--- src/rtl/updown_counter_bank.sv ---
// Bank of CHANNELS independent WIDTH-bit up/down counters with modulo limit.
// Each channel has its own enable, direction, synchronous load, terminal-count
// pulse and sticky wrap flag. With limit = all-ones and SATURATE = 0 a channel
// behaves as a plain free-running counter.
//
// Ports (channel i uses bit i of 1-bit buses, bits [i*WIDTH +: WIDTH] of wide buses):
//   clk       rising-edge clock
//   reset     synchronous active-high reset, clears all state
//   en        per-channel count enable
//   dir       per-channel direction, 1 = up, 0 = down
//   load      per-channel synchronous load strobe (overrides en)
//   load_val  value loaded, clamped to limit
//   limit     upper bound of the count range 0..limit, sampled every cycle
//   clr_flag  per-channel clear of the sticky wrapped flag
//   count     registered count value
//   tc        registered one-cycle terminal-count pulse
//   wrapped   registered sticky terminal-event flag
module updown_counter_bank #(
   parameter int unsigned WIDTH    = 8,
   parameter int unsigned CHANNELS = 2,
   parameter int unsigned SATURATE = 0
) (
   input  logic                      clk,
   input  logic                      reset,
   input  logic [CHANNELS-1:0]       en,
   input  logic [CHANNELS-1:0]       dir,
   input  logic [CHANNELS-1:0]       load,
   input  logic [CHANNELS*WIDTH-1:0] load_val,
   input  logic [CHANNELS*WIDTH-1:0] limit,
   input  logic [CHANNELS-1:0]       clr_flag,
   output logic [CHANNELS*WIDTH-1:0] count,
   output logic [CHANNELS-1:0]       tc,
   output logic [CHANNELS-1:0]       wrapped
);

   localparam bit SAT = (SATURATE != 0);

   for (genvar i = 0; i < CHANNELS; i++) begin : g_ch
      logic [WIDTH-1:0] count_q, count_d;
      logic [WIDTH-1:0] lim, lval;
      logic             tc_q, tc_d;
      logic             wrapped_q, wrapped_d;

      assign lim  = limit[i*WIDTH +: WIDTH];
      assign lval = load_val[i*WIDTH +: WIDTH];

      // Next-state: load beats count enable; terminal events raise tc_d.
      always_comb begin
         count_d = count_q;
         tc_d    = 1'b0;
         if (load[i]) begin
            count_d = (lval > lim) ? lim : lval;
         end else if (en[i]) begin
            if (dir[i]) begin
               // ">=" also catches a count left above a freshly lowered limit.
               if (count_q < lim) begin
                  count_d = count_q + WIDTH'(1);
               end else begin
                  tc_d    = 1'b1;
                  count_d = SAT ? lim : '0;
               end
            end else begin
               // Counting down from above the limit decrements normally.
               if (count_q != '0) begin
                  count_d = count_q - WIDTH'(1);
               end else begin
                  tc_d    = 1'b1;
                  count_d = SAT ? '0 : lim;
               end
            end
         end
         // A terminal event wins over a simultaneous clear.
         wrapped_d = tc_d | (wrapped_q & ~clr_flag[i]);
      end

      // State registers with synchronous reset.
      always_ff @(posedge clk) begin
         if (reset) begin
            count_q   <= '0;
            tc_q      <= 1'b0;
            wrapped_q <= 1'b0;
         end else begin
            count_q   <= count_d;
            tc_q      <= tc_d;
            wrapped_q <= wrapped_d;
         end
      end

      assign count[i*WIDTH +: WIDTH] = count_q;
      assign tc[i]                   = tc_q;
      assign wrapped[i]              = wrapped_q;
   end

endmodule

--- config.mk ---
export PLATFORM = sky130hd
export DESIGN_NAME = updown_counter_bank
export DESIGN_NICKNAME = d
export VERILOG_FILES = /design/src/rtl/updown_counter_bank.sv
export SDC_FILE = /design/constraint.sdc
export NUM_CORES = 1
export LEC_CHECK = 0
export CORE_MARGIN = 1
export CORE_UTILIZATION = 41
export CTS_CLUSTER_SIZE = 20
export DETAILED_ROUTE_END_ITERATION = 12
export PLACE_DENSITY = 0.66
export SLEW_MARGIN = 20
export SYNTH_ARGS = -nofsm -noshare
export SYNTH_HDL_FRONTEND = slang
export SYNTH_SLANG_ARGS = --single-unit
--- constraint.sdc ---
create_clock -name clk -period 3.05 [get_ports clk]
set_input_delay 0.61 -clock clk [delete_from_list [all_inputs] [get_ports clk]]
set_output_delay 0.61 -clock clk [all_outputs]
set_load 0.01 [all_outputs]
==> results.sh <==
export IMPL_status="complete, no violations"
export IMPL_hold_slack_ns=0.476
export IMPL_multi_input_area_sq_mm=0.00193
export IMPL_clk_latency_ns=0.27
export IMPL_drive_above_1_share_pct=6.82
export IMPL_regArea_sq_um=400
export IMPL_syn2layout_area_growth_pct=28.9
export IMPL_fin_setup_tns_ns=0
export IMPL_fillers=591
export IMPL_drc_errors=0
export IMPL_grt_util_met3_pct=2.70
export IMPL_ys_warn_count=0
export IMPL_p_sw_share_pct=36.4
export IMPL_power_frac_clock_pct=23.6
export IMPL_cts_buffers=3
export IMPL_vias_per_cell=5.87
export IMPL_worstSetupPathDepth=9
export IMPL_cts_hold_buf=0
export IMPL_synth_area_per_cell_sq_um=7.90
export IMPL_vias=2676
export IMPL_startpoint_type="input pin"
export IMPL_synth_seq_cells=20
export IMPL_grt_start_max_net_pins=16
export IMPL_die_area_sq_mm=0.00656
export IMPL_p_per_area_mw_per_mm2=349
export IMPL_post_cts_setup_buffers=0
export IMPL_rsz0062_at_grt="false"
export IMPL_grtUsageMet1_pct=35.8
export IMPL_synth_ff_type="dfxtp_1"
export IMPL_hpwl_mm=6.05
export IMPL_syn_nets=402
export IMPL_num_io_pins=62
export IMPL_worst_path_buf_inv=3
export IMPL_path_class="input pin to flop"
export IMPL_fin_crit_ns=2.78
export IMPL_crit_slowest_cell="clkdlybuf4s50_1"
export IMPL_drv_cap=0
export IMPL_cts_tree="done"
export IMPL_synth_edf_count=0
export IMPL_pwr_share_seq_pct=30.3
export IMPL_maxSlewViolCount=0
export IMPL_syn_inst=324
export IMPL_fp_dieW_um=81.0
export IMPL_period_share_pct=91.2
export IMPL_r2r_cells=6
export IMPL_grt_usage_pct=24.0
export IMPL_core_sq_mm=0.00596
export IMPL_postRouteWirelength_mm=7.55
export IMPL_row_count=28
export IMPL_grt_pass1_wl_mm=12.1
export IMPL_drt_first_pass_iters=5
export IMPL_avgRoutedWirePerCell_um=16.6
export IMPL_path_cells="clkdlybuf4s50_1, inv_1, ha_1, or4_1, a21oi_1, o31ai_1, inv_1, a221oi_1, a2111oi_0"
export IMPL_htreeDepth=1
export IMPL_slew_headroom_pct=63.8
export IMPL_path_common_cell="inv_1"
export IMPL_combPwrFrac_pct=46.1
export IMPL_syn_area_sq_mm=0.00256
export IMPL_synthArstFlopShare_pct=0
export IMPL_whs_path_depth=2
export IMPL_leakagePower_nw=1.44
export IMPL_die_h_um=81.0
export IMPL_cts_resized=0
export IMPL_p_switching_mw=0.420
export IMPL_first_global_vias=2421
export IMPL_busiest_layer="met2"
export IMPL_grt_use_met2_pct=37.1
export IMPL_drt_first_iter_violations=183
export IMPL_critPathArrivalTime_ns=2.92
export IMPL_antenna_cells=0
export IMPL_clk_pin_slew_ns=0.09
export IMPL_antenna_found_initial=0
export IMPL_worst_path_max_fanout=7
export IMPL_cp_slowest_stage_delay_ns=0.52
export IMPL_min_path_type="flop to flop"
export IMPL_start_util_pct=43.0
export IMPL_ant_nets=0
export IMPL_yosysSeqAreaShare_pct=15.6
export IMPL_yosysUniqueCellTypes=61
export IMPL_hold_viol_final=0
export IMPL_clock_path_buffers=2
export IMPL_finClkSkew_ns=0.0154
export IMPL_grt_overflow_total=0
export IMPL_numPortBuffers=61
export IMPL_final_setup_viol_count=0
export IMPL_tightest_slew_ns=0.542
export IMPL_root_buffer="clkbuf_8"
export IMPL_cts_sinks=20
export IMPL_path_delay_family="buffers and inverters"
export IMPL_end_kind="flop"
export IMPL_nets=460
export IMPL_p_int_mw=0.732
export IMPL_max_freq_mhz=360
export IMPL_cp_required_ns=3.19
export IMPL_peakVddDrop_mv=0.280
export IMPL_routabilityCongestion=0.889
-- sequential cells by signal (all words and copies together) (netlist names) --
name / flops
g_ch.count_q: 16
g_ch.tc_q: 2
g_ch.wrapped_q: 2
-- tightest hold or removal path, cell delays in order, from the launching register on --
cell	delay [ns]
dfxtp_1	0.32
nand2b_1	0.06
a21oi_1	0.06
-- layer usage --
layer | up-vias | share of wire, %
met5 | - | 0
met4 | 0 | 1.1
met3 | 7 | 5.5
met2 | 98 | 44
met1 | 1233 | 50
li1 | 1338 | -
-- cells by family (layout without fill, tap and decap cells) --
logic type	count (synthesis)	after routing	share of synthesized area (%)
and+or+nand+nor	88	88	18.4
AOI/OAI and AO/OA	99	99	27.2
DFF	20	20	15.6
buffers and inverters	48	105	8.85
adders and majority gates	36	36	17.6
xor gates and xnor gates	14	14	4.79
muxes	19	19	7.53
-- worst paths after layout --
kind	startpoint	endpoint	slack, ns
max	limit[11]	g_ch[1].count_q[2]	0.27
max reg2reg	g_ch[1].count_q[2]	g_ch[1].count_q[0]	0.63
min reg2reg	g_ch[1].wrapped_q	g_ch[1].wrapped_q	0.48
min	g_ch[1].wrapped_q	g_ch[1].wrapped_q	0.48
-- layout by cell type, fill, tap and decap left out, drive strengths merged, types with 7 or more instances in the layout --
| cell | n |
|---|---|
| a21oi | 18 |
| a2111oi | 7 |
| nor2 | 25 |
| dfxtp | 20 |
| clkdlybuf4s50 | 61 |
| buf | 11 |
| mux2i | 17 |
| nand2 | 12 |
| ha | 36 |
| xor2 | 9 |
| a211oi | 15 |
| o21ai | 14 |
| nor3 | 8 |
| inv | 29 |
-- Yosys cell counts (all sizes together) (5+ instances only) --
cell | number | area, sq um
a2111oi | 7 | 68.8
a211oi | 15 | 113
a21oi | 18 | 90.1
a221oi | 5 | 43.8
a31oi | 6 | 37.5
buf | 9 | 67.6
clkbuf | 8 | 31.3
dfxtp | 20 | 400
ha | 36 | 450
inv | 29 | 109
mux2i | 17 | 170
nand2 | 12 | 45.0
nand2b | 5 | 31.3
nand3 | 6 | 30.0
nand4 | 5 | 31.3
nor2 | 25 | 93.8
nor3 | 8 | 40.0
o211ai | 6 | 45.0
o21a | 5 | 37.5
o21ai | 14 | 70.1
xnor2 | 5 | 43.8
xor2 | 9 | 78.8
-- power by group through the flow --
stage | Combinational, mW | Sequential (mW) | Clock [mW]
floorplan | 0.339 | 0.329 | 0
finish | 0.531 | 0.349 | 0.271
detailed placement | 0.524 | 0.354 | 0
global placement | 0.519 | 0.354 | 0
CTS | 0.529 | 0.348 | 0.279
global route | 0.586 | 0.355 | 0.290
-- through the flow --
| step | std cells | total power [mW] | cell area (sq um) | setup slack, ns | utilization [%] |
|---|---|---|---|---|---|
| final | 456 | 1.15 | 3300 | 0.269 | 55.4 |
| after floorplan | 324 | 0.668 | 2560 | 0.551 | - |
| after CTS | 456 | 1.16 | 3300 | 0.318 | 55.4 |
| after detailed placement | 452 | 0.878 | 3230 | 0.0553 | 54.2 |
| after global routing | 456 | 1.23 | 3300 | 0.0222 | 55.4 |
| after global placement | 452 | 0.873 | 3230 | 0.0883 | 54.2 |
-- layout make-up --
type	count	share of cell area [%]
multi-input cells	256	58.6
repair buffers	72	21.0
flip-flops and latches	20	12.1
inverters	29	3.30
well taps	75	2.84
clock buffers	3	1.25
clock inverters	1	0.910
Power figures use the tool's default switching activity.
